### src/rtl/zxuno_regbank.sv
// rtl/zxuno_regbank.sv - ZX-UNO register address/data port pair with local register bank
//
// Ports:
//   clk, rst_n       clock, synchronous active-low reset
//   a, iorq_n,
//   rd_n, wr_n, din  Z80 bus: address, strobes, CPU write data
//   autoinc          step the register address after every data-port access
//   dout, oe         read data and bus-drive enable back to the CPU
//   addr             current register address
//   regs_out         local registers, reg k in bits [8k+7:8k]
//   read_from_reg    one-clock pulse on a data-port read of a non-local address
//   write_to_reg     one-clock pulse on a data-port write of a non-local address
//   regaddr_changed  one-clock pulse after addr is loaded or incremented
module zxuno_regbank #(
   parameter logic [15:0] IOADDR    = 16'hFC3B,
   parameter logic [15:0] IODATA    = 16'hFD3B,
   parameter logic [7:0]  BASE      = 8'h00,
   parameter int          NREGS     = 8,
   parameter logic [7:0]  RESET_VAL = 8'h00
) (
   input  logic                 clk,
   input  logic                 rst_n,
   input  logic [15:0]          a,
   input  logic                 iorq_n,
   input  logic                 rd_n,
   input  logic                 wr_n,
   input  logic [7:0]           din,
   input  logic                 autoinc,
   output logic [7:0]           dout,
   output logic                 oe,
   output logic [7:0]           addr,
   output logic [8*NREGS-1:0]   regs_out,
   output logic                 read_from_reg,
   output logic                 write_to_reg,
   output logic                 regaddr_changed
);

   localparam logic [8:0] NREGS9 = 9'(NREGS);

   logic ra, wa, rd, wd;
   logic ra_h_q, wa_h_q, rd_h_q, wd_h_q;
   // Set by a data-access rising edge and cleared by its falling edge, so only
   // an access that began after reset release can auto-increment the address.
   logic rd_arm_q, rd_arm_d, wd_arm_q, wd_arm_d;
   logic wa_rise, rd_rise, wd_rise, rd_fall, wd_fall, do_inc;
   logic [7:0]         addr_q, addr_d;
   logic [8*NREGS-1:0] regs_q, regs_d;
   logic               rfr_q, rfr_d, wtr_q, wtr_d, chg_q, chg_d;
   logic [8:0]         off;
   logic [5:0]         idx;
   logic               local_hit;

   always_comb begin
      ra = !iorq_n && (a == IOADDR) && !rd_n && wr_n;
      wa = !iorq_n && (a == IOADDR) && !wr_n && rd_n;
      rd = !iorq_n && (a == IODATA) && !rd_n && wr_n;
      wd = !iorq_n && (a == IODATA) && !wr_n && rd_n;
   end

   always_comb begin
      wa_rise = wa && !wa_h_q;
      rd_rise = rd && !rd_h_q;
      wd_rise = wd && !wd_h_q;
      rd_fall = !rd && rd_h_q && rd_arm_q;
      wd_fall = !wd && wd_h_q && wd_arm_q;
      do_inc  = autoinc && (rd_fall || wd_fall);
   end

   // An address below BASE wraps the 9-bit offset above 255, so one unsigned
   // compare covers both ends of the local window.
   always_comb begin
      off       = {1'b0, addr_q} - {1'b0, BASE};
      local_hit = (off < NREGS9);
      idx       = off[5:0];
   end

   always_comb begin
      addr_d   = addr_q;
      regs_d   = regs_q;
      rd_arm_d = rd_arm_q;
      wd_arm_d = wd_arm_q;
      chg_d    = 1'b0;
      rfr_d    = rd_rise && !local_hit;
      wtr_d    = wd_rise && !local_hit;

      if (rd_rise)      rd_arm_d = 1'b1;
      else if (!rd)     rd_arm_d = 1'b0;
      if (wd_rise)      wd_arm_d = 1'b1;
      else if (!wd)     wd_arm_d = 1'b0;

      // An address-port load in the same clock as a data-access end wins.
      if (wa_rise) begin
         addr_d = din;
         chg_d  = 1'b1;
      end else if (do_inc) begin
         addr_d = addr_q + 8'd1;
         chg_d  = 1'b1;
      end

      if (wd_rise && local_hit) regs_d[8*idx +: 8] = din;
   end

   always_ff @(posedge clk) begin
      if (!rst_n) begin
         ra_h_q   <= 1'b1;
         wa_h_q   <= 1'b1;
         rd_h_q   <= 1'b1;
         wd_h_q   <= 1'b1;
         rd_arm_q <= 1'b0;
         wd_arm_q <= 1'b0;
         addr_q   <= 8'h00;
         regs_q   <= {NREGS{RESET_VAL}};
         rfr_q    <= 1'b0;
         wtr_q    <= 1'b0;
         chg_q    <= 1'b1;
      end else begin
         ra_h_q   <= ra;
         wa_h_q   <= wa;
         rd_h_q   <= rd;
         wd_h_q   <= wd;
         rd_arm_q <= rd_arm_d;
         wd_arm_q <= wd_arm_d;
         addr_q   <= addr_d;
         regs_q   <= regs_d;
         rfr_q    <= rfr_d;
         wtr_q    <= wtr_d;
         chg_q    <= chg_d;
      end
   end

   // The read path follows the access level, so dout is valid for the whole
   // bus cycle; a non-local data read leaves the bus to the external device.
   always_comb begin
      oe   = 1'b0;
      dout = addr_q;
      if (ra) begin
         oe = 1'b1;
      end else if (rd && local_hit) begin
         oe   = 1'b1;
         dout = regs_q[8*idx +: 8];
      end
   end

   assign addr            = addr_q;
   assign regs_out        = regs_q;
   assign read_from_reg   = rfr_q;
   assign write_to_reg    = wtr_q;
   assign regaddr_changed = chg_q;

endmodule

### config.mk
export PLATFORM = sky130hd
export DESIGN_NAME = zxuno_regbank
export DESIGN_NICKNAME = d
export VERILOG_FILES = /design/src/rtl/zxuno_regbank.sv
export SDC_FILE = /design/constraint.sdc
export NUM_CORES = 1
export LEC_CHECK = 0
export CAP_MARGIN = 15
export CORE_ASPECT_RATIO = 0.6
export CORE_UTILIZATION = 54
export CTS_BUF_LIST = sky130_fd_sc_hd__clkbuf_8
export CTS_CLUSTER_DIAMETER = 40
export DETAILED_ROUTE_END_ITERATION = 8
export PLACE_DENSITY = 0.88
export SYNTH_ARGS = -nofsm -noshare
export SYNTH_HDL_FRONTEND = slang
export SYNTH_SLANG_ARGS = --single-unit
export TNS_END_PERCENT = 50
### constraint.sdc
create_clock -name clk -period 5.58 [get_ports clk]
set_input_delay 1.674 -clock clk [delete_from_list [all_inputs] [get_ports clk]]
set_output_delay 1.674 -clock clk [all_outputs]
set_load 0.01 [all_outputs]
==> results.json <==
{
  "max_freq_mhz": 184,
  "max-cap-violations": 0,
  "ir_worst_vdd_mv": 0.181,
  "end_kind": "output port",
  "min_path_cells": 1,
  "io_pins": 114,
  "powerDensity_nw_per_um2": 192,
  "status": "complete, no violations",
  "n_fill_cell": 554,
  "die_w_microns": 115,
  "synth-xor-area-share": 0.0233,
  "min_period_ns": 5.45,
  "fin_nets": 587,
  "htreeDepth": 3,
  "hold_viol": 0,
  "hp-class": "flip-flop to flip-flop",
  "drt_iter0_drc": 506,
  "syn_to_final_growth_pct": 33.0,
  "first_global_vias": 3780,
  "p_switching_mw": 0.257,
  "wl_mm": 13.8,
  "synth_top_family_by_area": "simple AND/OR/NAND/NOR gates",
  "cp.depth": 7,
  "viasPerCell": 6.37,
  "instances_no_fill": 663,
  "setup_viol": 0,
  "path_max_fanout": 4,
  "grt_max_degree": 56,
  "die_area_sq_um": 8020,
  "first_pass_iters": 5,
  "cts_tree": "built",
  "leakagePower_nw": 1.85,
  "via_count": 4224,
  "worst_slew_pin_slew_ns": 1.02,
  "slew-limit-headroom": 0.316,
  "ys_warn_count": 0,
  "synth_compound_area_frac": 0.119,
  "ys.flop_type": "dfxtp_1",
  "slowest_stage": "clkdlybuf4s50_1",
  "worstPathArrival_ns": 3.77,
  "finClkSkew_ns": 0.0119,
  "rows": 24,
  "clk_path_buf_depth": 2,
  "placed_cells": 647,
  "drc": 0,
  "start_util": 0.564,
  "dp_hpwl_mm": 9.99,
  "rr_worst_depth": 8,
  "antennaDiodeCount": 0,
  "r2r-start": "addr[0]$_SDFFE_PN0P_",
  "grt_pass1_wl_mm": 20.9,
  "synthDistinctLibCells": 45,
  "seq_area_sq_um": 1600,
  "synthAdderAreaFrac": 0.00908,
  "port_buffers": 113,
  "internal_power_mw": 0.798,
  "synthArstFlopShare": 0,
  "largest_register_ffs": 64,
  "cp-start-kind": "primary input",
  "ant_nets": 0,
  "place_congestion": 0.948,
  "cp_top_family": "buffers and inverters",
  "slowest_delay_ns": 0.49,
  "chipHeight_microns": 69.8,
  "synth-seq-cells": 80,
  "critPathBufInv": 2,
  "cts_root_buf": "clkbuf_8",
  "final_max_slew_viol_count": 0,
  "path_clk_slew_ns": 0.08,
  "hold_start": "rd_h_q$_SDFF_PN1_",
  "antenna_found_initial": 0,
  "syn_nets": 490,
  "synth.yosys.seq_area_share": 0.388,
  "finalSetupTns_ns": 0,
  "switching_share": 0.243,
  "clk-insertion-delay-late_ns": 0.37,
  "rsz0062_at_grt": "false",
  "overflow": 0,
  "period_share": 0.976,
  "netlist_instances": 457,
  "drive_gt1_frac": 0.0984,
  "syn_area_per_cell_sq_um": 9.04,
  "combPwrFrac": 0.055,
  "power_frac_clock": 0.402,
  "synth-edff-count": 0,
  "crit_chain": "clkdlybuf4s50_1 > and4b_1 > nand4_1 > or2_2 > o41ai_2 > o21ai_0 > clkdlybuf4s50_1",
  "power.total_mw": 1.06,
  "cts_buffers": 9,
  "critPathKind": "primary input to output port",
  "track_usage": 0.354,
  "cp_common_cell": "clkdlybuf4s50_1",
  "seq_power_share": 0.543,
  "netlist_area_sq_um": 4130,
  "clock_sinks": 80,
  "multiInputGateArea_sq_um": 2350,
  "cp-startpoint": "a[7]",
  "core_area_sq_um": 7330,
  "synth_simple_gate_area_frac": 0.253,
  "required_ns": 3.91,
  "wl_per_cell_microns": 20.8,
  "synth.area.mux_share": 0.162
}
## power by group through the flow
stage | logic [mW] | registers, mW | clock network (mW)
finish | 0.0582 | 0.573 | 0.424
CTS | 0.0562 | 0.573 | 0.423
global placement | 0.0544 | 0.586 | 0
global route | 0.0603 | 0.573 | 0.444
floorplan | 0.0199 | 0.586 | 0
detailed placement | 0.0560 | 0.586 | 0
## final timing paths
| kind | to | slack [ns] |
|---|---|---|
| worst max register to register | regs_out[43]$_SDFFE_PN0P_ | 1.53 |
| worst max-delay path | dout[2] | 0.13 |
| worst min-delay path | read_from_reg$_SDFF_PN0_ | 0.46 |
| worst min register to register | read_from_reg$_SDFF_PN0_ | 0.46 |
## cell usage in the layout, fill, tap and decap left out, drive strengths merged, types with 2 or more instances in the layout
| cell | Yosys | routed |
|---|---|---|
| nand3b | 2 | 2 |
| dlymetal6s2s | 0 | 3 |
| clkinvlp | 0 | 2 |
| o21bai | 4 | 4 |
| nand2b | 2 | 2 |
| clkbuf | 18 | 9 |
| nor2 | 15 | 15 |
| clkinv | 0 | 3 |
| nor4 | 3 | 3 |
| buf | 17 | 9 |
| nor3 | 4 | 4 |
| inv | 8 | 9 |
| clkdlybuf4s50 | 0 | 109 |
| nand2 | 68 | 68 |
| nor2b | 2 | 2 |
| nand3 | 60 | 60 |
| o31ai | 25 | 25 |
| nand4 | 10 | 10 |
| or4 | 7 | 7 |
| dfxtp | 80 | 80 |
| a21oi | 18 | 18 |
| xnor2 | 10 | 10 |
| and3b | 2 | 2 |
| and4bb | 2 | 2 |
| or3 | 5 | 5 |
| mux2i | 31 | 31 |
| and3 | 3 | 3 |
| o211ai | 2 | 2 |
| or2 | 5 | 5 |
| o21ai | 21 | 21 |
| a211oi | 4 | 4 |
| ha | 3 | 3 |
| mux4 | 16 | 16 |
## metrics by stage
step / util / setup WS [ns] / hold WS (ns) / cell area [sq um]
finish: 0.750 / 0.133 / 0.456 / 5500
global route: 0.750 / 0.0260 / 0.471 / 5500
CTS: 0.748 / 0.0341 / 0.455 / 5480
detailed placement: 0.722 / 0.0223 / 0.446 / 5290
global placement: 0.722 / 0.0632 / 0.448 / 5290
floorplan: - / 0.895 / 0.414 / 4130
## cells in the mapped netlist (8+ instances only)
cell	instances	share of area
a21oi_1	18	0.022
buf_2	8	0.0097
clkbuf_1	18	0.016
dfxtp_1	80	0.39
inv_1	8	0.0073
mux2i_1	31	0.075
mux4_2	16	0.087
nand2_1	68	0.062
nand3_1	60	0.073
nand4_1	10	0.015
nor2_1	12	0.011
o21ai_0	21	0.025
o31ai_1	23	0.042
xnor2_1	10	0.021
## kinds of logic (layout without fill, tap and decap cells)
kind of cell,after synthesis,count (layout)
compound gates,77,77
xor+xnor,11,11
fa+ha+maj,3,3
buf+inv,43,145
flops,80,80
mux,47,47
simple gates,196,196
## cell type report
cell class	instances	area share
multi-input combinational	334	0.428
sequential	80	0.291
timing repair buffer	121	0.217
tap	104	0.0237
clock buffer	9	0.0225
clock inverter	7	0.0116
inverter	8	0.00546
## routing by layer
layer / track usage / wire (microns) / vias to the layer above / share of wire
li1: - / - / 1863 / -
met1: 0.514 / 5550 / 1993 / 0.40
met2: 0.503 / 5930 / 343 / 0.43
met3: 0.109 / 2090 / 25 / 0.15
met4: 0.101 / 204 / 0 / 0.015
met5: 0 / 0 / - / 0
## repair_timing
item | in CTS | in global routing
resized for setup | 0 | 6
endpoints found under the hold margin | 0 | 0
setup buffers | 0 | 0
hold buffers | 0 | 0
endpoints found under the setup margin | 0 | 8
No activity file was read; power rests on OpenSTA's default activity.
